## config.mk

```make
export PLATFORM = sky130hd
export DESIGN_NAME = idma_axis_accel_endpoint
export DESIGN_NICKNAME = d
export VERILOG_FILES = /design/src/rtl/idma_axis_accel_pkg.sv /design/src/rtl/idma_axis_accel_fifo.sv /design/src/rtl/idma_axis_accel_endpoint.sv
export SDC_FILE = /design/constraint.sdc
export NUM_CORES = 1
export LEC_CHECK = 0
export ABC_AREA = 1
export ABC_CLOCK_PERIOD_IN_PS = 8550
export CELL_PAD_IN_SITES_DETAIL_PLACEMENT = 1
export CELL_PAD_IN_SITES_GLOBAL_PLACEMENT = 1
export CORE_ASPECT_RATIO = 1.5
export CORE_MARGIN = 8
export CORE_UTILIZATION = 40
export DETAILED_ROUTE_END_ITERATION = 7
export HOLD_SLACK_MARGIN = 0.12
export PLACE_DENSITY_LB_ADDON = 0.1
export SETUP_SLACK_MARGIN = 0.2
export SKIP_LAST_GASP = 1
export SLEW_MARGIN = 20
export SYNTH_ARGS = -nofsm -noshare
export SYNTH_HDL_FRONTEND = slang
export SYNTH_SLANG_ARGS = --single-unit
export TNS_END_PERCENT = 5
```

## constraint.sdc

```tcl
create_clock -name clk_i -period 8.55 [get_ports clk_i]
set_clock_uncertainty 0.05 [all_clocks]
set_input_delay 2.1375 -clock clk_i [delete_from_list [all_inputs] [get_ports clk_i]]
set_output_delay 2.1375 -clock clk_i [all_outputs]
set_load 0.01 [all_outputs]
```

## src/rtl/idma_axis_accel_pkg.sv

```systemverilog
// rtl/idma_axis_accel_pkg.sv - shared types, default stream structs and the per-beat data operation
package idma_axis_accel_pkg;

  localparam int CntWidth     = 32;
  localparam int MaxDataWidth = 512;

  typedef enum logic [1:0] {
    PASS = 2'd0,
    ADD  = 2'd1,
    XOR  = 2'd2,
    INV  = 2'd3
  } op_e;

  typedef struct packed {
    logic [63:0] tdata;
    logic [7:0]  tstrb;
    logic [7:0]  tkeep;
    logic        tlast;
    logic [2:0]  tid;
    logic [0:0]  tdest;
    logic [0:0]  tuser;
  } default_axis_t_chan_t;

  typedef struct packed {
    default_axis_t_chan_t t;
    logic                 tvalid;
  } default_axis_req_t;

  typedef struct packed {
    logic tready;
  } default_axis_rsp_t;

  // Callers zero-extend to MaxDataWidth and truncate the result, which keeps ADD modulo 2^DataWidth.
  function automatic logic [MaxDataWidth-1:0] apply_op(
    input op_e                     op,
    input logic [MaxDataWidth-1:0] data,
    input logic [MaxDataWidth-1:0] operand
  );
    logic [MaxDataWidth-1:0] res;
    unique case (op)
      ADD:     res = data + operand;
      XOR:     res = data ^ operand;
      INV:     res = ~data;
      default: res = data;
    endcase
    return res;
  endfunction

endpackage

```

## src/rtl/idma_axis_accel_fifo.sv

```systemverilog
// rtl/idma_axis_accel_fifo.sv - synchronous FIFO of stream beats with wrap-bit pointers
module idma_axis_accel_fifo #(
  parameter int  Depth = 8,
  parameter type T     = logic
) (
  input  logic                     clk_i,
  input  logic                     rst,
  input  logic                     push,
  input  T                         wdata,
  input  logic                     pop,
  output T                         rdata,
  output logic                     full,
  output logic                     empty,
  output logic [$clog2(Depth):0]   usage
);

  localparam int AddrWidth = $clog2(Depth);
  localparam logic [AddrWidth:0] PtrOne  = (AddrWidth+1)'(1);
  localparam logic [AddrWidth:0] FullXor = {1'b1, {AddrWidth{1'b0}}};

  logic [AddrWidth:0] wr_ptr, rd_ptr;
  T mem [Depth];

  always_ff @(posedge clk_i or posedge rst) begin
    if (rst) begin
      wr_ptr <= '0;
      rd_ptr <= '0;
    end else begin
      if (push) wr_ptr <= wr_ptr + PtrOne;
      if (pop)  rd_ptr <= rd_ptr + PtrOne;
    end
  end

  always_ff @(posedge clk_i) begin
    if (push) mem[wr_ptr[AddrWidth-1:0]] <= wdata;
  end

  assign full  = (wr_ptr ^ rd_ptr) == FullXor;
  assign empty = wr_ptr == rd_ptr;
  assign usage = wr_ptr - rd_ptr;
  // Stale storage is never exposed, so a flushed FIFO presents an all-zero payload.
  assign rdata = empty ? T'('0) : mem[rd_ptr[AddrWidth-1:0]];

endmodule

```

## src/rtl/idma_axis_accel_endpoint.sv

```systemverilog
// rtl/idma_axis_accel_endpoint.sv - stream loopback endpoint with per-beat op; IDMA_AXIS_ACCEL_STATS_EN adds beat/peak-fill stats
module idma_axis_accel_endpoint
  import idma_axis_accel_pkg::*;
#(
  parameter int  DataWidth     = 64,
  parameter int  StrbWidth     = 8,
  parameter int  IdWidth       = 3,
  parameter int  DestWidth     = 1,
  parameter int  UserWidth     = 1,
  parameter int  Depth         = 8,
  parameter type axis_req_t    = default_axis_req_t,
  parameter type axis_rsp_t    = default_axis_rsp_t,
  parameter type axis_t_chan_t = default_axis_t_chan_t
) (
  input  logic                     clk_i,
  input  logic                     rst,
  input  axis_req_t                s_axis_req_i,
  output axis_rsp_t                s_axis_rsp_o,
  output axis_req_t                m_axis_req_o,
  input  axis_rsp_t                m_axis_rsp_i,
  input  logic [1:0]               op_i,
  input  logic [DataWidth-1:0]     operand_i,
  output logic [CntWidth-1:0]      pkt_cnt_o,
  output logic                     busy_o,
  output logic [CntWidth-1:0]      beat_cnt_o,
  output logic [$clog2(Depth):0]   max_fill_o
);

  localparam int AddrWidth = $clog2(Depth);

  if ($bits(axis_t_chan_t) != DataWidth + 2*StrbWidth + IdWidth + DestWidth + UserWidth + 1)
  begin : g_bad_chan
    $error("axis_t_chan_t does not match the configured field widths");
  end
  if (Depth < 2 || (1 << AddrWidth) != Depth) begin : g_bad_depth
    $error("Depth must be a power of two and at least 2");
  end

  logic                 full, empty, s_ready, push, pop;
  logic [AddrWidth:0]   usage;
  logic [DataWidth-1:0] op_res;
  axis_t_chan_t         enq_chan, head_chan;
  logic [CntWidth-1:0]  pkt_cnt_q;

  // Ready is held low while reset is asserted and rises as soon as it is released.
  assign s_ready = !full && !rst;
  assign push    = s_axis_req_i.tvalid && s_ready;
  assign pop     = !empty && m_axis_rsp_i.tready;

  assign op_res = DataWidth'(apply_op(op_e'(op_i),
                                      MaxDataWidth'(s_axis_req_i.t.tdata),
                                      MaxDataWidth'(operand_i)));

  always_comb begin
    enq_chan       = s_axis_req_i.t;
    enq_chan.tdata = op_res;
  end

  idma_axis_accel_fifo #(
    .Depth (Depth),
    .T     (axis_t_chan_t)
  ) i_fifo (
    .clk_i (clk_i),
    .rst   (rst),
    .push  (push),
    .wdata (enq_chan),
    .pop   (pop),
    .rdata (head_chan),
    .full  (full),
    .empty (empty),
    .usage (usage)
  );

  always_comb begin
    s_axis_rsp_o        = '0;
    s_axis_rsp_o.tready = s_ready;
    m_axis_req_o        = '0;
    m_axis_req_o.t      = head_chan;
    m_axis_req_o.tvalid = !empty;
  end

  always_ff @(posedge clk_i or posedge rst) begin
    if (rst) begin
      pkt_cnt_q <= '0;
    end else if (pop && head_chan.tlast) begin
      pkt_cnt_q <= pkt_cnt_q + CntWidth'(1);
    end
  end

  assign pkt_cnt_o = pkt_cnt_q;
  assign busy_o    = usage != '0;

`ifdef IDMA_AXIS_ACCEL_STATS_EN
  logic [CntWidth-1:0] beat_cnt_q;
  logic [AddrWidth:0]  max_fill_q;

  always_ff @(posedge clk_i or posedge rst) begin
    if (rst) begin
      beat_cnt_q <= '0;
      max_fill_q <= '0;
    end else begin
      if (push)               beat_cnt_q <= beat_cnt_q + CntWidth'(1);
      if (usage > max_fill_q) max_fill_q <= usage;
    end
  end

  assign beat_cnt_o = beat_cnt_q;
  assign max_fill_o = max_fill_q;
`else
  assign beat_cnt_o = '0;
  assign max_fill_o = '0;
`endif

endmodule

```

# After elaboration in Yosys (flattened, before gate mapping)
# Memories as Yosys holds them, arrays and structs flattened.
# Cells that the tools add are included.
# classes
n_addsub	5
n_reduce_logical	8
n_mux	4
eq_ne	5
bitwise	3
# ops
cell	count
case mux 64 bit (3 select lines)	1
2-to-1 mux 86 bit	1
adder 64 bit	1
inverter 64 bit	1
XOR 64 bit	1
adder 32 x 1 -> 32 bit, second input constant	1
adder 4 x 1 -> 4 bit, second input constant	2
equality test 2 bit, second input constant	2
equality test 4 bit	1
equality test 4 bit, second input constant	1
logical AND 1 bit	4
nonzero test 4 bit	1
subtractor 4 bit	1
XOR 4 bit	1
zero test 1 bit	3
equality test 2 x 1 -> 1 bit, second input constant	1
2-to-1 mux 1 bit	2
# totals
memories	1
inputBits	156
output_inout_bits	157
ram_bits	688
register_bits	40
# mem_list
memory	depth	width	read_ports	rd_clocked_by_memory_dff	write_ports	line_no	source
i_fifo.mem	8	86	1	0	1	idma_axis_accel_fifo.sv:22	T mem [Depth];

# Longest topological paths before layout
# Gate-level depths: netlist (run 1).
# logic_depth
word_depth	7
depth_mapped	16

# Hierarchy
# Synthesis (run 1) repeated with hierarchy kept, for this count alone.
# unflattened
cells_unflattened	4854
hier_area_um2	39688.1
# by_module_without_submodules
module	area_per_inst_um2	cells_each	seq_area_each_um2	n_inst
idma_axis_accel_fifo	30566.8	3043	20860.0	1
idma_axis_accel_endpoint	9121.2	1811	800.8	1

# Worst setup path after synthesis (run 1)
# Ideal clock, no wire load.
# synth_timing
path_kind	input to register
from	input rst
to	memory i_fifo.mem[7][0] (netlist name) (enable)
t_arrival_ps	6353
required_ps	7966
path_slack_ps	1613
cell_stages	5
setup_time_ps	534
path_buffers	0
cell_sequence	a21oi_1 -> nand2_1 -> inv_1 -> nand2_1 -> nor2_1
# synth_between
elab_chain_len	5
# synth_rtl
element	line_no	source
start, declared	idma_axis_accel_endpoint.sv:16	input logic rst,
zero test 1 bit (no line)	n/a	
logical AND 1 bit	idma_axis_accel_endpoint.sv:46	assign s_ready = !full && !rst;
logical AND 1 bit	idma_axis_accel_endpoint.sv:47	assign push = s_axis_req_i.tvalid && s_ready;
2-to-1 mux 1 bit	idma_axis_accel_fifo.sv:35	if (push) mem[wr_ptr[AddrWidth-1:0]] <= wdata;
2-to-1 mux 1 bit (not written as such)	idma_axis_accel_fifo.sv:35	
end, declared	idma_axis_accel_fifo.sv:22	
# No other way between the ends.

==> results of run 1 <==
registers in the layout, summed over array words and instances, names as in the netlist:
name,cells
i_fifo.wr_ptr,4
i_fifo.rd_ptr,4
i_fifo.mem,688
pkt_cnt_o,32
layout by cell type (no fill, tap or decap), types with 17 or more instances in the layout:
cell type,Yosys,layout
nand2_1,788,787
edfxtp_1,688,688
nor2_1,641,631
o21ai_0,447,447
inv_1,399,398
clkdlybuf4s50_1,0,276
nand3_1,138,138
o22ai_1,119,119
a31oi_1,88,88
clkbuf_16,0,73
ha_1,69,69
a21oi_1,63,63
dfrtp_1,40,38
conb_1,1,36
xor2_1,30,30
o21ai_1,23,23
nor3_1,20,20
buf_4,51,20
nand3b_1,19,19
o2111ai_1,21,19
nand4_1,18,18
clkbuf_1,112,17
routing by layer:
layer / vias up / share of wire
li1: 13605 / -
met1: 14396 / 0.41
met2: 674 / 0.51
met3: 214 / 0.043
met4: 0 / 0.042
met5: - / 0
where the power goes:
part / switching [mW] / internal [mW] / total, mW
clock: 1.37 / 1.80 / 3.17
sequential: 0.206 / 4.31 / 4.51
combinational: 3.44 / 1.91 / 5.36
total: 5.03 / 8.02 / 13.0
worst register-to-register path: cells and delay by family (launching register included):
family | cells | cell delay (ns)
adder cells (fa/ha/maj) | 1 | 0.43
AND/OR/NAND/NOR | 5 | 1.49
buffers and inverters | 3 | 0.99
AO/OA/AOI/OAI | 1 | 0.21
flip-flops | 1 | 0.79
kinds of logic after synthesis:
logic type      after synthesis
simple gates               1679
compound gates              765
flops                       728
buf+inv                     609
fa+ha+maj                    70
xor+xnor                     41
other cells                   1
layout make-up:
class | count | area (µm²)
Multi-Input combinational cell | 2591 | 12500
Fill cell | 10278 | 48600
Antenna cell | 4 | 10.0
Timing Repair Buffer | 305 | 3100
Clock buffer | 94 | 1950
Tap cell | 1173 | 1470
Sequential cell | 728 | 21700
Inverter | 404 | 1540
Clock inverter | 37 | 385
worst max path at each step:
| stage | from | slack (ns) | to | cells after the start |
|---|---|---|---|---|
| 3_3_place_gp | i_fifo.rd_ptr[1] | 2.17 | m_axis_req_o[84] | 9 |
| 4_1_cts | i_fifo.rd_ptr[1] | 1.34 | m_axis_req_o[84] | 9 |
| 6_report | i_fifo.rd_ptr[1] | 1.50 | m_axis_req_o[84] | 9 |
| 3_5_place_dp | i_fifo.rd_ptr[1] | 2.06 | m_axis_req_o[84] | 9 |
| 5_1_grt | i_fifo.rd_ptr[1] | 1.17 | m_axis_req_o[84] | 9 |
| 2_1_floorplan | rst | 1.61 | i_fifo.mem[7][0] | 5 |
through the flow:
stage	setup slack, ns	hold slack, ns	std cells	util
2_1_floorplan	1.61	0.446	3928	-
3_3_place_gp	2.17	0.460	5200	0.441
3_5_place_dp	2.06	0.466	5201	0.442
4_1_cts	1.34	0.478	5332	0.467
5_1_grt	1.17	0.502	5333	0.467
6_report	1.50	0.478	5336	0.468
==> results by group, run 1 <==
Clock tree
  – CTS tree: built
  – Post-CTS Setup Repair Bufs: 0
  – Worst-skew pair later-pin latency: 0.65 ns
  – # clock sinks: 728
  – Clock tree buffer depth: 3
  – Worst-path clk slew: 0.06 ns
  – Post-CTS sizing: 0
  – Htree depth: 3
  – CTS Buf Count: 72
  – CTS root buf: clkbuf_16
  – # hold bufs at CTS: 0

STA
  – RSZ-0062 raised after global routing: no
  – Crit share post-route: 0.825
  – Fmax: 0.142 GHz
  – Max_slew headroom: 0.314
  – # setup viols final: 0
  – Final Critical Period: 7.05 ns
  – Worst-Margin Slew: 1.03 ns
  – TNS Setup: 0 ns
  – Count of pins over their slew limit: 0
  – Final hold violations: 0

Synthesis
  – Mux share of post-synthesis cell area: 0
  – Syn Inst Count: 3893
  – Yosys cell types: 49
  – Adder-Cell Fraction of Synth Area: 0.0242
  – Area share of and/or/nand/nor cells after synthesis: 0.188
  – EDFF count, synth: 688
  – Top_reg_cell synth: edfxtp_1
  – Combinational family with the most area after synthesis: simple AND/OR/NAND/NOR gates
  – Syn Area/Cell: 9.39 µm²
  – Most frequent cell after synthesis: nand2_1
  – Post-synthesis sequential area ratio: 0.592
  – Warnings, synthesis: 0
  – Yosys top cell by area: edfxtp_1
  – Share of the synthesized area in the top cell type: 0.565
  – Synthesized area: 36600 µm²
  – FF+latch count, synth: 728
  – Async SR Flop Fraction: 0.0549
  – Top area cells in the synthesized netlist: edfxtp_1 56%, nand2_1 8.1%, nor2_1 6.6%
  – Compound-cell area share of the yosys netlist: 0.114
  – Synth top cells by count: 788 x nand2_1, 688 x edfxtp_1, 641 x nor2_1
  – Post-Synth XOR/XNOR Area: 0.0102

Power and ir drop
  – Pleak: 16.4 nW
  – Power Density: 306 nW/µm²
  – IR drop worst, VDD: 0.000275 V
  – Total Power: 13.0 mW

Route
  – Via count: 28889
  – Routed len/inst: 23.6 µm
  – DR iter-0 viols: 1643
  – Routed wire length: 126000 µm
  – DR DRC count: 0
  – Avg Vias per Cell: 5.41
  – DR pass1 iterations: 7
  – Antenna Nets Post-Route: 0

Worst setup path
  – Worst Path Max Fanout: 50
  – Critical Path Source Type: register
  – Critical path cell sequence: inv_6 > ha_1 > nand2_1 > nor3_4 > clkinv_2 > buf_4 > o21ai_0 > a31oi_1 > clkdlybuf4s50_1
  – CP Data Required Time: 6.36 ns
  – Slowest-stage cell, CP: clkinv_2
  – R2R depth: 10
  – Worst EP arrival: 4.86 ns
  – CP top delay family: buffers and inverters
  – Crit path buffers/inverters: 4
  – CP Class: reg2out
  – R2R setup slack: 4.11 ns
  – CP max stage delay: 0.85 ns
  – RR Endpoint: i_fifo.mem[3][40]
  – Crit end category: primary output
  – R2R Path Start: i_fifo.rd_ptr[1]

Global route
  – Met1 GRT Util: 0.289
  – Largest net degree at the start of global routing: 198
  – Initial antenna violation count: 5
  – Global-route wire length before repair: 187000 µm
  – GR Overflow Total: 0
  – Vias in the first global route: 30477
  – Met3 Usage GRT: 0.0323
  – Total track usage: 0.243
  – GRT Max-Usage Layer: met2
  – Grt met2 use: 0.443

Hold path
  – Hold endpoint: i_fifo.rd_ptr[3]
  – Hold path start: i_fifo.rd_ptr[3]
  – Hold/Removal Path Class: reg2reg
  – Hold depth: 1

Cells and area
  – Area Overhead vs Synth: 16.6%
  – Final Net Count: 4328
  – Share of layout cells above drive strength 1: 0.0466
  – Final Instance Area: 42600 µm²

Floorplanning
  – Die Y: 386 µm
  – Standard-cell rows: 136
  – Starting Density: 0.401
  – Die Wd: 263 µm
  – I/O pin cnt: 313
  – Die ar.: 102000 µm²
  – Total core area: 91200 µm²

Placed design
  – DPL Wire Length: 85800 µm
  – DP Area: 40300 µm²
  – Placer Congestion: 0.898
  – Port buffer count: 276

Outcome
  – Outcome: complete, no violations

Run
  – MaxCap Viol Count: 0
Power figures use the tool's default switching activity.
==> inputs of run 2 (changes only) <==
ABC_CLOCK_PERIOD_IN_PS = 6800   (was 8550)
clock period = 6.8 ns   (was 8.55 ns; I/O delays follow)
==> run 2 against run 1 <==
  * Sequential power rose by 25%
  * Flip-flop and latch count did not move
  * Final cell count grew 0.19%
  * First-iteration DRC count decreased by 11%
  * Power increased by 26%
  * Routed wire length shrank 2.9%
  * Core utilization grew 0.16 points
  * Register-to-register slack worse by 1.6 ns
  * Via count decreased by 0.80%
==> results by group, run 2 (synthesis results as in run 1) <==
Worst setup path
  – Slowest-stage cell, CP: dfrtp_4
  – Critical path cell sequence: inv_6 > ha_1 > nand2_1 > nor3_4 > clkinv_2 > buf_4 > o21ai_0 > a31oi_1 > clkdlybuf4s50_1
  – R2R depth: 10 (unchanged)
  – CP Class: reg2out
  – Crit. Startpoint: i_fifo.rd_ptr[1]
  – Crit end category: primary output
  – R2R Path Start: i_fifo.rd_ptr[1]
  – Crit path buffers/inverters: 4 (unchanged)
  – CP Data Required Time: 5.05 ns (-1.31 ns)
  – Worst Path Max Fanout: 56 (+12%)
  – CP top delay family: buffers and inverters
  – Crit path depth: 9 (unchanged)
  – Critical Path Sink: m_axis_req_o[51]
  – CP max stage delay: 0.76 ns (-0.09 ns)
  – Critical Path Source Type: register
  – RR Endpoint: i_fifo.mem[5][60]
  – R2R setup slack: 2.51 ns (-1.60 ns)
  – Worst EP arrival: 4.41 ns (-0.45 ns)

Clock tree
  – Worst-skew pair later-pin latency: 0.66 ns (about the same)
  – Worst-path clk slew: 0.06 ns (about the same)
  – Clock tree buffer depth: 3 (unchanged)
  – Post-CTS sizing: 0 (unchanged)
  – Post-CTS Setup Repair Bufs: 0 (unchanged)
  – Htree depth: 3 (unchanged)
  – # hold bufs at CTS: 0 (unchanged)
  – CTS Buf Count: 74 (+2.8%)
  – CTS root buf: clkbuf_16
  – # clock sinks: 728 (unchanged)
  – CTS tree: built

Route
  – Antenna Nets Post-Route: 0 (unchanged)
  – Met3 WL: 4190 µm (-22%)
  – Routed wl met2: 63200 µm (-0.83%)
  – Routed len/inst: 22.9 µm (-3.1%)
  – M1 WL: 50000 µm (-3.2%)
  – DR iter-0 viols: 1455 (-11%)
  – Top Metal Used: met5
  – Avg Vias per Cell: 5.36 (-0.99%)
  – Routed wire length: 122000 µm (-2.9%)
  – DR DRC count: 0 (unchanged)
  – Via count: 28658 (-0.80%)
  – DR pass1 iterations: 5 (-2)

STA
  – # setup viols final: 0 (unchanged)
  – Worst-Margin Slew: 1.03 ns (+0.00329 ns)
  – Count of pins over their slew limit: 0 (unchanged)
  – Max_slew headroom: 0.311 (-0.00289)
  – Crit share post-route: 0.907
  – RSZ-0062 raised after global routing: no
  – Final hold violations: 0 (unchanged)
  – TNS Setup: 0 ns (unchanged)
  – Fmax: 0.162 GHz
  – Final Critical Period: 6.16 ns

Cells and area
  – Final core utilization: 0.469 (+0.00160)
  – Commonest non-fill, non-tap cell in the layout: nand2_1
  – Max reg flops: 688 (unchanged)
  – Commonest non-fill, non-tap cells in the layout: 787 x nand2_1, 688 x edfxtp_1, 631 x nor2_1, 446 x o21ai_0, 398 x inv_1
  – Final Instance Count excl. Fillers: 5346 (+0.19%)
  – Register Area: 21700 µm² (unchanged)
  – Area Overhead vs Synth: 17.0%
  – Final Net Count: 4340 (+0.28%)
  – Share of layout cells above drive strength 1: 0.0508 (+0.00418)
  – Fillers: 10291 (+0.13%)
  – Multi-input logic area: 12500 µm² (unchanged)

Floorplanning
  – Standard-cell rows: 136 (unchanged)
  – Starting Density: 0.401 (unchanged)
  – I/O pin cnt: 313 (unchanged)
  – Die Y: 386 µm (unchanged)
  – Total core area: 91200 µm² (unchanged)
  – Die Wd: 263 µm (unchanged)
  – Die ar.: 102000 µm² (unchanged)

Global route
  – Global-route wire length before repair: 184000 µm (-2.0%)
  – Largest net degree at the start of global routing: 156 (-21%)
  – Vias in the first global route: 30468 (-0.030%)
  – Initial antenna violation count: 8 (+3)
  – Total track usage: 0.237 (-0.00621)
  – GR Overflow Total: 0 (unchanged)

Placed design
  – Placed insts: 5211 (+0.19%)
  – Placer Congestion: 0.899 (+0.11%)
  – DPL Wire Length: 82000 µm (-4.5%)
  – Port buffer count: 276 (unchanged)

Outcome
  – Outcome: complete, no violations

Run
  – MaxCap Viol Count: 0 (unchanged)

Power and ir drop
  – Pleak: 16.5 nW (+0.49%)
  – IR drop worst, VDD: 0.000334 V (+21%)
  – Power Density: 384 nW/µm² (+25%)

Hold path
  – Hold/Removal Path Class: reg2reg
==> run 2: cell types whose count changed in the layout (fill, tap and decap cells not counted), sizes merged <==
cell and delta:
buf +10, clkbuf -6, clkinv +6, clkinvlp +2
diode -2
==> run 2: worst register-to-register path: cells and delay by family, from the launching register on <==
| family | cells | cell delay (ns) |
|---|---|---|
| buffers and inverters | 3 | 0.94 |
| and+or+nand+nor | 5 | 1.44 |
| adders and majority gates | 1 | 0.43 |
| DFF | 1 | 0.76 |
| AOI/OAI and AO/OA | 1 | 0.29 |
==> run 2: final cells by class <==
type,count,share of cell area
antenna,2,0.000117
clock inverter,45,0.0119
sequential,728,0.506
clock buffer,88,0.0445
timing repair buffer,315,0.0740
inverter,404,0.0360
tap,1173,0.0343
multi-input combinational,2591,0.293
==> run 2: worst min path at each step <==
| stage | slack [ns] | to | from | depth (start not counted) |
|---|---|---|---|---|
| 6_report | 0.48 | i_fifo.rd_ptr[3] | i_fifo.rd_ptr[3] | 1 |
| 5_1_grt | 0.51 | i_fifo.rd_ptr[3] | i_fifo.rd_ptr[3] | 1 |
| 4_1_cts | 0.48 | i_fifo.rd_ptr[3] | i_fifo.rd_ptr[3] | 1 |
| 3_5_place_dp | 0.47 | i_fifo.wr_ptr[3] | i_fifo.wr_ptr[3] | 1 |
| 3_3_place_gp | 0.46 | i_fifo.rd_ptr[3] | i_fifo.rd_ptr[3] | 1 |
| 2_1_floorplan | 0.45 | i_fifo.rd_ptr[3] | i_fifo.rd_ptr[3] | 1 |
==> run 2: stage by stage <==
stage	power (mW)	hold WS, ns	worst slack, ns	cell area, µm²
after floorplan	9.48	0.446	0.300	36700
after global placement	12.5	0.462	1.27	40400
after detailed placement	12.6	0.467	1.26	40400
after CTS	16.7	0.482	0.493	42800
after global routing	17.4	0.507	0.395	42800
final	16.4	0.475	0.636	42800
==> run 2: power breakdown <==
part / switching, mW / leakage (nW) / internal, mW
clock: 1.78 / 1.17 / 2.27
combinational: 4.30 / 8.55 / 2.42
sequential: 0.231 / 6.75 / 5.42
total: 6.31 / 16.5 / 10.1
==> run 2: routing by layer <==
layer  global-route usage  up-vias
met1                0.276    14282
met5                    0        -
met3               0.0315      192
met2                0.439      559
li1                     -    13617
met4               0.0981        8
